[config.mk]
export PLATFORM = sky130hd
export DESIGN_NAME = inst_fetch_unit
export DESIGN_NICKNAME = d
export VERILOG_FILES = /design/src/rtl/riscv_pkg.sv /design/src/rtl/inst_fetch_unit_pc_reg.sv /design/src/rtl/inst_fetch_unit.sv
export SDC_FILE = /design/constraint.sdc
export NUM_CORES = 1
export LEC_CHECK = 0
export BUFFER_PORTS_ARGS = -buffer_cell sky130_fd_sc_hd__buf_4
export CORE_ASPECT_RATIO = 0.75
export CORE_MARGIN = 3
export CORE_UTILIZATION = 25
export DETAILED_ROUTE_END_ITERATION = 8
export HOLD_SLACK_MARGIN = 0.03
export PLACE_DENSITY = 0.55
export SKIP_LAST_GASP = 1
export SLEW_MARGIN = 30
export SYNTH_ARGS = -nofsm -noshare
export SYNTH_HDL_FRONTEND = slang
export SYNTH_SLANG_ARGS = --single-unit
export TNS_END_PERCENT = 100
[constraint.sdc]
create_clock -name clk -period 2.9 [get_ports clk]
set_clock_uncertainty 0.15 [all_clocks]
set_input_delay 0.145 -clock clk [delete_from_list [all_inputs] [get_ports clk]]
set_output_delay 0.145 -clock clk [all_outputs]
set_load 0.02 [all_outputs]
[src/rtl/riscv_pkg.sv]
// Shared definitions for the RISC-V style core.
// Contents:
//   - default XLEN / INST_W widths and the sequential PC step
//   - major opcode constants consumed by the Control decoder
//   - ifu_state_t, the instruction fetch unit state encoding
package riscv_pkg;

  localparam int XLEN_DEF    = 64;
  localparam int INST_W_DEF  = 64;
  localparam int PC_STEP_DEF = 4;

  localparam logic [6:0] OP_R     = 7'b0110011;
  localparam logic [6:0] OP_ADDI  = 7'b0010011;
  localparam logic [6:0] OP_JAL   = 7'b1101111;
  localparam logic [6:0] OP_AUIPC = 7'b0010111;
  localparam logic [6:0] OP_B     = 7'b1100011;
  localparam logic [6:0] OP_SD    = 7'b0100011;
  localparam logic [6:0] OP_LD    = 7'b0000011;

  // ERR is only reachable when the fetch watchdog is built in.
  typedef enum logic [1:0] {
    IDLE  = 2'd0,
    FETCH = 2'd1,
    HOLD  = 2'd2,
    ERR   = 2'd3
  } ifu_state_t;

endpackage

[src/rtl/inst_fetch_unit_pc_reg.sv]
// pc_reg: program counter register with next-PC priority select.
// Ports:
//   clk, rst_n       clock, asynchronous active-low reset (pc -> RESET_PC)
//   advance_i        update the PC this edge (instruction retired)
//   load_i/target_i  same-cycle redirect, highest priority
//   pend_valid_i/pend_target_i  earlier redirect captured while waiting
//   pc_o             current PC
//   pc_plus_o        pc + PC_STEP, wrapping modulo 2^XLEN
module pc_reg #(
  parameter int               XLEN     = 64,
  parameter int               PC_STEP  = 4,
  parameter logic [XLEN-1:0]  RESET_PC = '0
) (
  input  logic            clk,
  input  logic            rst_n,
  input  logic            advance_i,
  input  logic            load_i,
  input  logic [XLEN-1:0] target_i,
  input  logic            pend_valid_i,
  input  logic [XLEN-1:0] pend_target_i,
  output logic [XLEN-1:0] pc_o,
  output logic [XLEN-1:0] pc_plus_o
);

  logic [XLEN-1:0] pc_q, pc_d;

  assign pc_plus_o = pc_q + XLEN'(PC_STEP);
  assign pc_o      = pc_q;

  always_comb begin
    pc_d = pc_q;
    if (advance_i) begin
      if (load_i)            pc_d = target_i;
      else if (pend_valid_i) pc_d = pend_target_i;
      else                   pc_d = pc_plus_o;
    end
  end

  always_ff @(posedge clk or negedge rst_n) begin
    if (!rst_n) pc_q <= RESET_PC;
    else        pc_q <= pc_d;
  end

endmodule

[src/rtl/inst_fetch_unit.sv]
// inst_fetch_unit: multicycle instruction fetch front end.
// Holds the PC, issues one instruction-memory read at a time, latches the
// returned word into the IR and offers it to Control with valid/ready.
//
// Handshakes:
//   imem: imem_req stays high in FETCH until a cycle with imem_rvalid=1;
//         that edge captures imem_rdata. rvalid is ignored outside FETCH.
//   inst: inst_valid (HOLD) & inst_ready on an edge consumes the IR; the
//         next request is visible the following cycle.
//
// Ports:
//   clk, rst_n           clock, asynchronous active-low reset
//   imem_req/imem_addr   read request and address (= pc)
//   imem_rvalid/rdata    read response
//   inst/inst_valid      IR contents and valid flag, to Control
//   inst_ready           current instruction finished
//   pc/pc_plus           PC of IR word and pc + PC_STEP
//   pc_load/pc_target    redirect request and target
//   fetch_err            sticky fetch timeout flag
//   dbg_state_o          current FSM state (ifu_state_t encoding)
//
// Build option: define IFU_TIMEOUT_EN to add the FETCH watchdog (ERR state,
// fetch_err). Without it FETCH waits indefinitely and fetch_err is 0.
module inst_fetch_unit
  import riscv_pkg::*;
#(
  parameter int              XLEN           = XLEN_DEF,
  parameter int              INST_W         = INST_W_DEF,
  parameter int              PC_STEP        = PC_STEP_DEF,
  parameter logic [XLEN-1:0] RESET_PC       = '0,
  parameter int              TIMEOUT_CYCLES = 255
) (
  input  logic              clk,
  input  logic              rst_n,
  output logic              imem_req,
  output logic [XLEN-1:0]   imem_addr,
  input  logic              imem_rvalid,
  input  logic [INST_W-1:0] imem_rdata,
  output logic [INST_W-1:0] inst,
  output logic              inst_valid,
  input  logic              inst_ready,
  output logic [XLEN-1:0]   pc,
  output logic [XLEN-1:0]   pc_plus,
  input  logic              pc_load,
  input  logic [XLEN-1:0]   pc_target,
  output logic              fetch_err,
  output logic [1:0]        dbg_state_o
);

  ifu_state_t        state_q, state_d;
  logic [INST_W-1:0] ir_q, ir_d;
  logic              pend_valid_q, pend_valid_d;
  logic [XLEN-1:0]   pend_q, pend_d;
  logic              advance;

  pc_reg #(
    .XLEN     (XLEN),
    .PC_STEP  (PC_STEP),
    .RESET_PC (RESET_PC)
  ) u_pc_reg (
    .clk           (clk),
    .rst_n         (rst_n),
    .advance_i     (advance),
    .load_i        (pc_load),
    .target_i      (pc_target),
    .pend_valid_i  (pend_valid_q),
    .pend_target_i (pend_q),
    .pc_o          (pc),
    .pc_plus_o     (pc_plus)
  );

`ifdef IFU_TIMEOUT_EN
  localparam int CNT_W = $clog2(TIMEOUT_CYCLES + 1);
  logic [CNT_W-1:0] cnt_q, cnt_d;
  logic             err_q, err_d;
  assign fetch_err = err_q;
`else
  assign fetch_err = 1'b0;
`endif

  assign imem_req    = (state_q == FETCH);
  assign imem_addr   = pc;
  assign inst_valid  = (state_q == HOLD);
  assign inst        = ir_q;
  assign dbg_state_o = state_q;

  always_comb begin
    state_d      = state_q;
    ir_d         = ir_q;
    pend_valid_d = pend_valid_q;
    pend_d       = pend_q;
    advance      = 1'b0;
`ifdef IFU_TIMEOUT_EN
    cnt_d        = cnt_q;
    err_d        = err_q;
`endif
    case (state_q)
      IDLE: begin
        state_d = FETCH;
`ifdef IFU_TIMEOUT_EN
        cnt_d   = '0;
`endif
      end
      FETCH: begin
        if (imem_rvalid) begin
          ir_d    = imem_rdata;
          state_d = HOLD;
        end
`ifdef IFU_TIMEOUT_EN
        // Counter holds the number of elapsed FETCH cycles without data;
        // the edge that would make it reach the limit enters ERR.
        else if (cnt_q == CNT_W'(TIMEOUT_CYCLES - 1)) begin
          cnt_d   = CNT_W'(TIMEOUT_CYCLES);
          err_d   = 1'b1;
          state_d = ERR;
        end else begin
          cnt_d = cnt_q + 1'b1;
        end
`endif
      end
      HOLD: begin
        if (inst_ready) begin
          // pc_reg applies the redirect priority: same-cycle load, then
          // pending target, then sequential step.
          advance      = 1'b1;
          pend_valid_d = 1'b0;
          state_d      = FETCH;
`ifdef IFU_TIMEOUT_EN
          cnt_d        = '0;
`endif
        end else if (pc_load) begin
          pend_valid_d = 1'b1;
          pend_d       = pc_target;
        end
      end
      default: begin
`ifdef IFU_TIMEOUT_EN
        state_d = ERR;
`else
        state_d = IDLE;
`endif
      end
    endcase
  end

  always_ff @(posedge clk or negedge rst_n) begin
    if (!rst_n) begin
      state_q      <= IDLE;
      ir_q         <= '0;
      pend_valid_q <= 1'b0;
      pend_q       <= '0;
    end else begin
      state_q      <= state_d;
      ir_q         <= ir_d;
      pend_valid_q <= pend_valid_d;
      pend_q       <= pend_d;
    end
  end

`ifdef IFU_TIMEOUT_EN
  always_ff @(posedge clk or negedge rst_n) begin
    if (!rst_n) begin
      cnt_q <= '0;
      err_q <= 1'b0;
    end else begin
      cnt_q <= cnt_d;
      err_q <= err_d;
    end
  end
`endif

endmodule

## Yosys cells after proc, flatten, opt, wreduce, memory -nomap -nowiden

Cells that the tools add are included.

| word-level totals | value |
|---|---|
| flip-flop bits (word level) | 195 |
| input bits | 133 |
| output and inout bits | 261 |
| logic and storage cells | 26 |

| cells by class | value |
|---|---|
| add/sub/neg operators | 1 |
| eq/ne operators | 4 |
| muxes and demuxes | 9 |
| bitwise operators | 1 |
| reductions and logical operators | 6 |

Operators with widths:

| kind | count |
|---|---|
| $mux W64 | 2 |
| $add A64 B3 Y64 const B | 1 |
| $pmux W2 S3 | 1 |
| $reduce_and A2 Y1 | 3 |
| $mux W1 | 4 |
| $mux W2 | 2 |
| $ne A2 B1 Y1 const B | 2 |
| $reduce_and A3 Y1 | 1 |
| $eq A2 B1 Y1 const B | 1 |
| $eq A2 B2 Y1 const B | 1 |
| $logic_not A2 Y1 | 1 |
| $reduce_bool A2 Y1 | 1 |
| $not A1 Y1 | 1 |

## Longest topological paths before layout

Gate-level depths: netlist (run 1).

| logic depth | value |
|---|---|
| depth after elaboration | 3 |
| gate-level depth with buffers | 8 |
| depth with buffers taken out | 6 |

## Modules after synthesis

A second synthesis (run 1) with hierarchy kept.

| second synthesis, totals | value |
|---|---|
| cell total of the unflattened synthesis | 1,069 |
| area, all modules | 11,524.8 µm² |

By module, submodules not included:

| module | instances | cells each | area an instance (µm²) | seq. area each (µm²) |
|---|---|---|---|---|
| pc_reg | 1 | 718 | 5,805.6 | 1,601.5 |
| inst_fetch_unit | 1 | 351 | 5,719.2 | 3,278.1 |

## Worst setup path before layout (run 1)

Ideal clock, no wire load.

| timing path | value |
|---|---|
| path type | reg-to-output |
| start | reg u_pc_reg.pc_q[2] (netlist: u_pc_reg.pc_o[2]) |
| end | out pc_plus[24] |
| arrival time | 2.372 ns |
| required time | 2.605 ns |
| slack | 0.233 ns |
| stages on the path, launching flop included | 7 |
| buffers on the path | 1 |
| path through | dfrtp_1 ha_1 nand3_2 or4_1 buf_2 or4_4 xnor2_1 |

| between the ends | value |
|---|---|
| longest elaborated chain between the ends | 1 |

Ends and longest elaborated chain:

| what | line | RTL |
|---|---|---|
| start: declaration | inst_fetch_unit_pc_reg.sv:25 | `logic [XLEN-1:0] pc_q, pc_d;` |
| start signal: assignment | inst_fetch_unit_pc_reg.sv:41 | `else pc_q <= pc_d;` |
| $add A64 B3 Y64 | inst_fetch_unit_pc_reg.sv:27 | `assign pc_plus_o = pc_q + XLEN'(PC_STEP);` |
| end: declaration | inst_fetch_unit.sv:43 | `output logic [XLEN-1:0] pc_plus,` |

Every way passes these cells.

## Worst setup path in the final report (run 1)

| timing path | value |
|---|---|
| start | reg u_pc_reg.pc_q[3] (netlist: u_pc_reg.pc_o[3]) |
| end | out pc_plus[24] |

Same word-level chain as after synthesis.

==> summary.txt, run 1 <==
Run status
  – Status: complete, no violations

Pwr
  – Worst vdd ir: 0.612 mV
  – Pleak: 7.39 nW
  – Pwr dens: 1040 nW/um^2

Synthesis
  – Post-synth EDFFs: 0
  – Synthesized cell area: 11000 sq um
  – Share of Yosys cell area claimed by the top area cell type: 44.5%
  – Post-synth ARST share: 100%
  – Count of cell types in the netlist: 61
  – Ranking of synthesized cells by area: dfrtp_1 44%, mux2_2 13%, buf_4 4.6%, o21ai_0 3.0%, xnor2_1 2.7%
  – Warnings, synthesis: 0
  – Seq cells post-synth: 195
  – Synth Net Count: 1199
  – Most used DFF post-synth: dfrtp_1
  – Seq/Total Area, Yosys: 44.5%
  – Mean Syn Cell Area: 10.3 sq um
  – Synth Instances: 1065
  – Leading area contributor after synthesis: dfrtp_1

Floorplan
  – Full die area: 46500 sq um
  – Die height: 187 um
  – Row cnt: 65
  – Die X: 248 um
  – Initial Utilization: 25.7%
  – Num ports: 394
  – Core ar.: 42700 sq um

Global route
  – Initial antenna violation count: 6
  – Global-route total usage across every layer: 18.6%
  – Total grt overflow: 0
  – Vias in the first global route: 10.6k
  – Largest net degree at the start of global routing: 65
  – Global-route wire length before repair: 66.5 mm

Clock network
  – Total CTS buffers: 17
  – Worst-path clk slew: 0.08 ns
  – CTS tree: built
  – Clk buf depth: 2
  – H-tree depth: 4
  – CTS root buffer: clkbuf_16
  – # clock sinks: 195
  – Clock latency on the worst-skew pair: 0.46 ns

Worst setup path
  – Reg2Reg Depth: 6
  – Crit end category: output pin
  – Worst R2R Start: u_pc_reg.pc_o[3]$_DFFE_PN0P_
  – Max FO, Critical Path: 5
  – CP required: 2.61 ns
  – Crit path arrival time: 2.58 ns
  – Reg2Reg Capture Point: u_pc_reg.pc_o[24]$_DFFE_PN0P_
  – Worst setup path endpoint: pc_plus[24]
  – Setup Crit Path Kind: flop to output pin
  – R2R Setup Slk: 0.46 ns
  – Critical Path Start Type: flop
  – Worst setup startpoint: u_pc_reg.pc_o[3]$_DFFE_PN0P_

Cells and area
  – Share of layout cells above drive strength 1: 46.9%
  – Layout net count: 1696
  – Area Growth Syn to Fin: 53.8%
  – Finished Cell Area: 16900 sq um
  – Multi-input logic area: 5420 sq um
  – Storage cell area: 4920 sq um
  – Filler cell count: 4188

Timing
  – # setup viols final: 0
  – Worst setup margin: 0.0255 ns
  – Worst slew pin tran: 0.645 ns
  – Final min period: 2.87 ns
  – Unrepaired setup endpoints after global routing: yes
  – Final period util: 99.1%
  – Fmax: 348 MHz
  – Final Hold Fails: 0
  – Max-slew headroom: 56.9%
  – Slew Limit Fails: 0

Detailed routing
  – DRT iter0 DRCs: 737
  – Routed wire length: 44.2 mm
  – Routed Antenna Nets: 0
  – Number of remaining DRC errors: 0
  – DRT Pass-1 Iters: 5
  – Wire length per cell: 20.6 um
  – Via count: 10.6k
  – DR vias/cell: 4.93

Place
  – GPL Wtd Cong: 0.835
  – Place WS: 0.208 ns
  – Area post-placement: 14400 sq um
  – Post-DP HPWL: 31.8 mm
  – Buffers on Ports: 392

Worst hold path
  – Worst hold path type: input pin to async pin

Job
  – Max_cap viols: 0
power by group:
group	internal, mW	total (mW)	switching (mW)
combinational	4.38	9.73	5.34
clock	1.23	2.50	1.27
sequential	4.06	5.33	1.28
stage by stage:
stage	power, mW	std cells	utilization [%]	hold slack, ns	setup TNS, ns
finish	17.6	2149	39.5	0.0592	0
global route	18.6	2145	39.5	0.0777	-0.237
CTS	17.5	2122	38.8	0.0429	-0.164
detailed placement	14.7	1941	33.7	-0.0260	0
global placement	14.5	1941	33.7	-0.0277	0
floorplan	10.8	1065	-	-0.301	0
state kept, by name, summed over array words and instances (netlist names):
signal and flops:
inst 64, dbg_state_o 2, pend_q 64, u_pc_reg.pc_o 64, pend_valid_q 1
layout make-up:
| cell class | instances | area share [%] |
|---|---|---|
| multi-input cells | 703 | 32.1 |
| repair buffers | 629 | 30.6 |
| flip-flops and latches | 195 | 29.1 |
| well taps | 569 | 4.22 |
| clock buffers | 17 | 2.52 |
| clock inverters | 15 | 0.971 |
| inverters | 16 | 0.356 |
| diodes | 5 | 0.0741 |
logic make-up after synthesis:
| kind of cell | synth area share [%] |
|---|---|
| AO/OA/AOI/OAI | 14.3 |
| XOR/XNOR | 4.71 |
| adder cells (fa/ha/maj) | 0.114 |
| buffers and inverters | 8.19 |
| flip-flops | 44.5 |
| multiplexers | 13.9 |
| other | 0.0342 |
| AND/OR/NAND/NOR | 14.4 |
critical path: stages (launching register included):
cell and delay [ns]:
dfrtp_1 0.38, ha_2 0.23, nand3_4 0.11, or4_4 0.61, or4_4 0.46, xnor2_1 0.16, buf_4 0.16
layer usage:
layer,wire (um),vias up,part of all wire (%),track usage (%)
met5,7,-,0.016,0
met2,20800,378,47,29.4
met3,2940,31,6.7,4.11
met4,430,2,0.97,3.68
met1,20000,5318,45,26.2
li1,-,4872,-,-
what timing repair did:
item	CTS	global route
resized for setup	35	40
endpoints found under the setup margin	34	31
setup buffers	17	22
hold buffers	132	0
hold endpoints to repair	389	0
pin swaps	11	10
Yosys cell counts, types with 4 or more instances:
cell type,n
dfrtp_1,195
xor2_1,25
o21ai_0,65
buf_1,8
mux2_2,127
nor4_4,4
nor4_1,19
buf_2,14
and4_1,6
inv_1,16
a21oi_1,25
mux2i_1,9
a311o_1,9
o31a_1,12
a31oi_1,5
a22o_1,5
nand2_1,60
nor2_1,47
o211ai_1,6
and2_1,4
or3_1,11
a221oi_1,6
nor3_1,18
clkbuf_1,60
xnor2_1,34
nor2b_1,6
nand3_1,23
a22oi_1,39
o22ai_1,9
o311ai_0,6
a222oi_1,6
nand4_1,41
or4_1,8
o2bb2ai_1,10
and3_1,6
buf_4,67
or2_2,4
a21o_1,4
cell usage in the layout (no fill, tap or decap), drive strengths merged, types with 4 or more instances in the layout:
master,synthesis,final
o21ai,67,67
a21o,4,4
xnor2,34,34
and2,4,4
a222oi,6,6
clkbuf,62,18
nor2b,6,6
and4,6,6
o22ai,9,9
o2bb2ai,10,10
or2,4,4
a22o,5,5
dfrtp,195,195
xor2,25,25
a22oi,39,39
a31oi,5,5
nand2,60,60
o211ai,6,6
or4,9,9
and3,6,6
buf,89,496
a221oi,6,6
o311ai,6,6
nand4,43,43
or3,11,11
mux2,127,127
o31a,12,12
inv,16,24
mux2i,9,9
nand3,26,26
nor3,21,21
a21oi,25,25
a311o,9,9
nor2,47,47
clkinv,0,4
diode,0,5
nor4,25,25
dlygate4sd3,0,132
worst min-delay path by stage:
stage | startpoint | endpoint | slack (ns) | cells after the start
after floorplan | rst_n | dbg_state_o[0]$_DFFE_PN0P_ | -0.30 | 0
after global placement | rst_n | u_pc_reg.pc_o[29]$_DFFE_PN0P_ | -0.03 | 1
after detailed placement | rst_n | pend_q[28]$_DFFE_PN0P_ | -0.03 | 1
after CTS | rst_n | pend_q[54]$_DFFE_PN0P_ | 0.04 | 2
after global routing | rst_n | u_pc_reg.pc_o[29]$_DFFE_PN0P_ | 0.08 | 2
final | rst_n | pend_q[40]$_DFFE_PN0P_ | 0.06 | 2
Note: power is estimated with default switching activity, not from simulation.
==> inputs of run 2 (changes only) <==
ABC_AREA = 1   (was unset)
GPL_ROUTABILITY_DRIVEN = 0   (was unset)
==> run 2 against run 1 <==
- combinational power rose by 5%
- synthesized cell count rose by 26%
- register-to-register slack improved by 0.11 ns
- sequential power fell by 0.9%
- via count rose by 2.4%
- global-route usage rose by 0.52 points
- cell area fell by 5.2%
- flip-flop and latch count did not move
- core utilization fell by 1.7 points
- worst hold slack improved by 0.00080 ns
- clock power fell by 8%
- maximum frequency rose by 3.3%
- highest routed layer unchanged
==> summary.txt, run 2 <==
Worst hold path
  – Worst hold path type: input pin to flop

Clock network
  – Worst-path clk slew: 0.07 ns (about the same)
  – CTS root buffer: clkbuf_16
  – CTS tree: built
  – Clk buf depth: 2 (unchanged)
  – H-tree depth: 4 (unchanged)
  – # clock sinks: 195 (unchanged)
  – Clock latency on the worst-skew pair: 0.45 ns (about the same)
  – Total CTS buffers: 17 (unchanged)

Detailed routing
  – Metal2 WL: 19.8 mm (-5.2%)
  – DRT iter0 DRCs: 737 (unchanged)
  – Routed length on met3: 3.89 mm (+32%)
  – DRT Pass-1 Iters: 7 (+2)
  – Routed Antenna Nets: 0 (unchanged)
  – Via count: 10.9k (+2.4%)
  – Wire length per cell: 18.8 um (-8.5%)
  – Top sig layer: met5
  – DR vias/cell: 4.56 (-7.5%)
  – Routed wire length: 44.7 mm (+1.2%)
  – Number of remaining DRC errors: 0 (unchanged)
  – M1 wire length: 20.1 mm (+0.49%)

Worst setup path
  – Crit end category: output pin
  – Crit path cell chain: buf_4, nand2_1, nor2_1, nand2_1, nor2_1, nand2_1, o21ai_0, nand2_1, buf_4
  – Setup Crit Path Kind: flop to output pin
  – CP required: 2.61 ns (about the same)
  – Cell family with most CP delay: simple AND/OR/NAND/NOR gates
  – Crit path arrival time: 2.49 ns (-0.09 ns)
  – Most used cell along the critical path: nand2_1
  – Crit-path max cell delay: 0.46 ns (-0.15 ns)
  – Slowest CP cell: dfrtp_1
  – Critical Path Start Type: flop
  – CP Buf/Inv Count: 2 (+1)
  – Max FO, Critical Path: 4 (-1)

Timing
  – # setup viols final: 0 (unchanged)
  – Unrepaired setup endpoints after global routing: yes
  – Final Hold Fails: 0 (unchanged)
  – Final period util: 95.9% (-3.2 points)
  – Final min period: 2.78 ns (-0.0921 ns)
  – Max-slew headroom: 46.3% (-11 points)
  – Slew Limit Fails: 0 (unchanged)
  – Fmax: 359 MHz (+3.3%)
  – Worst setup margin: 0.118 ns (+0.0921 ns)
  – Worst slew pin tran: 0.805 ns (+0.160 ns)

Place
  – Place WS: 0.476 ns (+0.268 ns)
  – Area post-placement: 14000 sq um (-2.5%)
  – Post-DP HPWL: 34.6 mm (+8.8%)
  – Buffers on Ports: 392 (unchanged)

Pwr
  – Pleak: 7.66 nW (+3.7%)
  – Pwr dens: 1110 nW/um^2 (+6.6%)
  – Total power draw: 17.8 mW (+1.1%)
  – Worst vdd ir: 0.633 mV (+3.5%)

Synthesis
  – Most used DFF post-synth: dfrtp_1
  – Leading area contributor after synthesis: dfrtp_1
  – Synth Instances: 1337 (+26%)
  – Mean Syn Cell Area: 8.10 sq um (-21%)
  – Seq/Total Area, Yosys: 45.1% (+0.62 points)
  – Synth Net Count: 1471 (+23%)
  – Seq cells post-synth: 195 (unchanged)
  – Synthesized cell area: 10800 sq um (-1.4%)
  – Post-synth ARST share: 100% (unchanged)
  – Most common cell in the netlist: nand2_1
  – Commonest cells in the netlist: 340 x nand2_1, 195 x dfrtp_1, 167 x nor2_1
  – Warnings, synthesis: 0 (unchanged)
  – Count of cell types in the netlist: 37 (-39%)
  – Ranking of synthesized cells by area: dfrtp_1 45%, nand2_1 12%, mux2_2 7.0%, nor2_1 5.8%, buf_4 4.7%
  – Post-synth EDFFs: 0 (unchanged)
  – Share of Yosys cell area claimed by the top area cell type: 45.1% (+0.62 points)

Floorplan
  – Full die area: 45900 sq um (-1.3%)
  – Initial Utilization: 25.5% (-0.16 points)
  – Die X: 246 um (-0.67%)
  – Row cnt: 65 (unchanged)
  – Die height: 186 um (-0.66%)
  – Core ar.: 42400 sq um (-0.76%)
  – Num ports: 394 (unchanged)

Cells and area
  – Share of layout cells above drive strength 1: 30.6% (-16 points)
  – Filler cell count: 4374 (+4.4%)
  – Layout net count: 1924 (+13%)
  – Area Growth Syn to Fin: 47.9%
  – Finished Cell Area: 16000 sq um (-5.2%)
  – Commonest non-fill, non-tap cell in the layout: buf_4
  – Commonest cells after routing, fill and taps aside: 410 x buf_4, 337 x nand2_1, 191 x dfrtp_1

Global route
  – Global-route total usage across every layer: 19.2% (+0.52 points)
  – Global-route wire length before repair: 66.3 mm (-0.32%)
  – Vias in the first global route: 10.8k (+1.3%)
  – Total grt overflow: 0 (unchanged)
  – Initial antenna violation count: 14 (+8)
  – Largest net degree at the start of global routing: 81 (+25%)

Job
  – Max_cap viols: 0 (unchanged)

Run status
  – Status: complete, no violations
-- run 2: changes by cell type in the layout (fill, tap and decap cells not counted), sizes merged, moves of 27 or more --
cell,delta
a21boi,+27
a22oi,-27
buf,-79
inv,+108
mux2,-60
nand2,+288
nand4,-31
nor2,+135
o22ai,+45
xnor2,-33
-- run 2: layer usage --
layer | global-route usage, % | up-vias
li1 | - | 5158
met4 | 5.21 | 12
met5 | 0 | -
met3 | 6.12 | 56
met1 | 26.1 | 5174
met2 | 29.5 | 453
-- run 2: cell families (layout without fill, tap and decap cells) --
family                   count (synthesis)  count (layout)  synth area share [%]
XOR/XNOR                                32              32                  2.59
AND/OR/NAND/NOR                        579             579                  22.0
flip-flops                             195             195                  45.1
AO/OA/AOI/OAI                          212             212                  12.0
buffers and inverters                  250             714                  11.2
multiplexers                            67              67                  6.97
adder cells (fa/ha/maj)                  1               1                 0.116
other                                    1               9                0.0346
-- run 2: timing repair --
item / CTS / global route
hold buffers: 135 / 0
setup endpoints to repair: 0 / 7
setup buffers: 0 / 3
gates resized for setup: 0 / 6
endpoints found under the hold margin: 255 / 0
-- run 2: path summary, 6_finish.rpt --
kind | cells after the start | slack (ns) | to | startpoint
max in group asynchronous | 3 | 1.59 | pend_q[30]$_DFFE_PN0P_ | rst_n
hold / removal | 3 | 0.06 | pend_q[17]$_DFFE_PN0P_ | pc_load
hold reg to reg | 1 | 0.36 | inst[43]$_DFFE_PN0P_ | inst[43]$_DFFE_PN0P_
setup reg to reg | 9 | 0.57 | u_pc_reg.pc_o[24]$_DFFE_PN0P_ | u_pc_reg.pc_o[3]$_DFFE_PN0P_
min in group asynchronous | 2 | 0.19 | u_pc_reg.pc_o[11]$_DFFE_PN0P_ | rst_n
setup / recovery | 9 | 0.12 | pc_plus[57] | u_pc_reg.pc_o[35]$_DFFE_PN0P_
-- run 2: layout make-up --
cell class / count / area [sq um] / share of cell area [%]
Clock inverter: 11 / 108 / 0.672
Antenna cell: 8 / 20.0 / 0.125
Multi-Input combinational cell: 892 / 4770 / 29.8
Timing Repair Buffer: 553 / 4580 / 28.6
Tap cell: 569 / 712 / 4.45
Clock buffer: 19 / 443 / 2.77
Sequential cell: 195 / 4880 / 30.5
Inverter: 131 / 492 / 3.07
-- run 2: where the power goes --
part | internal [mW] | switching (mW)
registers | 4.06 | 1.22
logic | 4.15 | 6.02
clock network | 1.20 | 1.11
-- run 2: stage by stage --
step	setup TNS, ns	hold WS (ns)	utilization (%)	cells
2_1_floorplan	0	-0.301	-	1337
3_3_place_gp	0	0.128	33.2	2202
3_5_place_dp	0	0.124	33.2	2202
4_1_cts	0	0.0310	37.6	2367
5_1_grt	-0.0782	0.0603	37.8	2378
6_report	0	0.0600	37.8	2378
-- run 2: worst min-delay path, stage by stage --
cell and delay [ns]:
buf_4 0.25, nand2_1 0.13, o22ai_1 0.07
==> inputs of run 3 (changes only) <==
BUFFER_PORTS_ARGS = unset   (was -buffer_cell sky130_fd_sc_hd__buf_4)
DONT_BUFFER_PORTS = 1   (was unset)
PLACE_DENSITY = 0.47   (was 0.55)
REMOVE_ABC_BUFFERS = 1   (was unset)
==> run 3 against run 2 <==
- the run now ends with hold timing left
- setup slack worse by 0.0083 ns
- clock power increased by 7%
- highest routed layer unchanged
- register-to-register slack lost 0.05 ns
- routed wire length fell by 6.4%
- clock-buffer cell count did not move
- first-iteration DRC count shrank 24%
- sequential share of layout area up 3.5 points
==> summary.txt, run 3 (same netlist as run 2, synthesis figures left out) <==
Cells and area
  – Commonest cells after routing, fill and taps aside: 336 x nand2_1, 194 x dfrtp_1, 194 x dlygate4sd3_1
  – Share of layout cells above drive strength 1: 16.0% (-15 points)
  – Layout net count: 1681 (-13%)
  – Area Growth Syn to Fin: 32.6%
  – Commonest non-fill, non-tap cell in the layout: nand2_1

Timing
  – Worst slew pin tran: 0.900 ns (+0.0952 ns)
  – Final period util: 96.2% (+0.28 points)
  – Fin Hold WS: -0.769 ns (-0.829 ns)
  – Max-slew headroom: 40.0% (-6.3 points)
  – Worst setup margin: 0.109 ns (-0.00826 ns)
  – Fmax: 358 MHz (-0.30%)
  – Final Hold Fails: 195 (+195)
  – # setup viols final: 0 (unchanged)
  – Final min period: 2.79 ns (+0.00826 ns)
  – Unrepaired setup endpoints after global routing: yes
  – Slew Limit Fails: 0 (unchanged)

Pwr
  – Pwr dens: 1120 nW/um^2 (+0.80%)
  – Total power draw: 16.0 mW (-9.6%)
  – Pleak: 6.42 nW (-16%)
  – Worst vdd ir: 0.493 mV (-22%)

Global route
  – Initial antenna violation count: 8 (-6)
  – Largest net degree at the start of global routing: 196 (+140%)
  – Global-route total usage across every layer: 18.1% (-1.0 points)
  – Global-route wire length before repair: 62.2 mm (-6.1%)
  – Total grt overflow: 0 (unchanged)
  – Vias in the first global route: 9920 (-8.0%)

Detailed routing
  – Routed wire length: 41.9 mm (-6.4%)
  – DRT Pass-1 Iters: 5 (-2)
  – Wire length per cell: 19.6 um (+4.4%)
  – Number of remaining DRC errors: 0 (unchanged)
  – Routed Antenna Nets: 0 (unchanged)
  – Via count: 9795 (-9.7%)
  – DRT iter0 DRCs: 560 (-24%)
  – DR vias/cell: 4.60 (+0.71%)

Worst setup path
  – Reg2Reg Capture Point: pend_q[2]$_DFFE_PN0P_
  – R2R Setup Slk: 0.52 ns (-0.05 ns)
  – Worst R2R Start: dbg_state_o[1]$_DFFE_PN0P_
  – WP depth: 8 (-1)
  – CP Buf/Inv Count: 2 (unchanged)
  – Crit path arrival time: 2.50 ns (about the same)
  – CP required: 2.61 ns (about the same)
  – Slowest CP cell: dfrtp_1
  – Max FO, Critical Path: 8 (+4)
  – Setup Crit Path Kind: flop to output pin
  – Crit end category: output pin
  – Cell family with most CP delay: simple AND/OR/NAND/NOR gates
  – Critical Path Start Type: flop
  – Crit path cell chain: buf_4, inv_1, nor2_4, nand2_4, nor2_8, nand2_1, o21ai_1, and2_1
  – Reg2Reg Depth: 6 (-3)
  – Crit-path max cell delay: 0.36 ns (-0.10 ns)

Place
  – Place WS: 0.605 ns (+0.129 ns)
  – Post-DP HPWL: 29.7 mm (-14%)
  – Buffers on Ports: 0 (-100%)

Floorplan
  – Full die area: 45900 sq um (unchanged)
  – Initial Utilization: 25.5% (unchanged)
  – Num ports: 394 (unchanged)
  – Core ar.: 42400 sq um (unchanged)
  – Die height: 186 um (unchanged)
  – Row cnt: 65 (unchanged)
  – Die X: 246 um (unchanged)

Run status
  – Failing checks: hold timing
  – Status: finished, violations left

Clock network
  – CTS tree: built
  – Clk buf depth: 2 (unchanged)
  – Clock latency on the worst-skew pair: 0.47 ns (+0.02 ns)
  – # clock sinks: 195 (unchanged)
  – Total CTS buffers: 17 (unchanged)
  – Worst-path clk slew: 0.09 ns (+0.02 ns)
  – CTS root buffer: clkbuf_16
  – H-tree depth: 4 (unchanged)
  – Hold_buf cts: 195 (+44%)

Worst hold path
  – Worst hold path type: input pin to async pin

Job
  – Max_cap viols: 0 (unchanged)
run 3: changes by cell type in the layout (fill, tap and decap cells not counted), sizes merged:
| cell | delta |
|---|---|
| buf | -301 |
| dlygate4sd3 | +59 |
| inv | +8 |
| diode | -6 |
| clkinv | -4 |
| bufinv | -1 |
| clkbuf | -1 |
| clkinvlp | -1 |
run 3: report_power, final:
group / total [mW] / switching (mW) / internal, mW
combinational: 7.71 / 4.91 / 2.80
sequential: 5.86 / 1.82 / 4.04
clock: 2.48 / 1.27 / 1.21
total: 16.0 / 8.00 / 8.05
run 3: final cells by class:
cell class              instances  area, sq um
clock buffers                  19          453
clock inverters                13          153
multi-input cells             892         4760
well taps                     569          712
fillers                      4417        28000
repair buffers                310         2900
inverters                     131          492
flip-flops and latches        195         4880
diodes                          2         5.00
run 3: timing repair:
action,in CTS,in global routing
resized for setup,0,3
setup buffers,0,2
hold endpoints to repair,390,195
setup endpoints to repair,0,13
run 3: worst max-delay path by stage:
stage / from / to / slack, ns
final: u_pc_reg.pc_o[2]$_DFFE_PN0P_ / pc_plus[41] / 0.11
after global routing: u_pc_reg.pc_o[37]$_DFFE_PN0P_ / pc_plus[57] / -0.04
after CTS: u_pc_reg.pc_o[2]$_DFFE_PN0P_ / pc_plus[42] / 0.07
after detailed placement: u_pc_reg.pc_o[2]$_DFFE_PN0P_ / pc_plus[42] / 0.60
after global placement: u_pc_reg.pc_o[2]$_DFFE_PN0P_ / pc_plus[42] / 0.63
after floorplan: dbg_state_o[1]$_DFFE_PN0P_ / u_pc_reg.pc_o[6]$_DFFE_PN0P_ / -0.97
run 3: per-stage QoR:
stage	instance area (sq um)	util (%)	setup TNS (ns)	std cells	hold slack (ns)
5_1_grt	14300	33.9	-0.0444	2130	-0.814
4_1_cts	14300	33.8	0	2127	-0.801
6_report	14400	33.9	0	2131	-0.769
3_3_place_gp	11700	27.7	0	1900	-0.284
3_5_place_dp	11700	27.7	0	1900	-0.285
2_1_floorplan	10100	-	-56.62	1218	-0.301
run 3: routing by layer:
metal / GRT usage (%) / share of wire, %
met5: 0 / 0.16
met4: 4.79 / 1.7
met3: 6.43 / 8.5
met2: 29.3 / 46
met1: 23.2 / 43
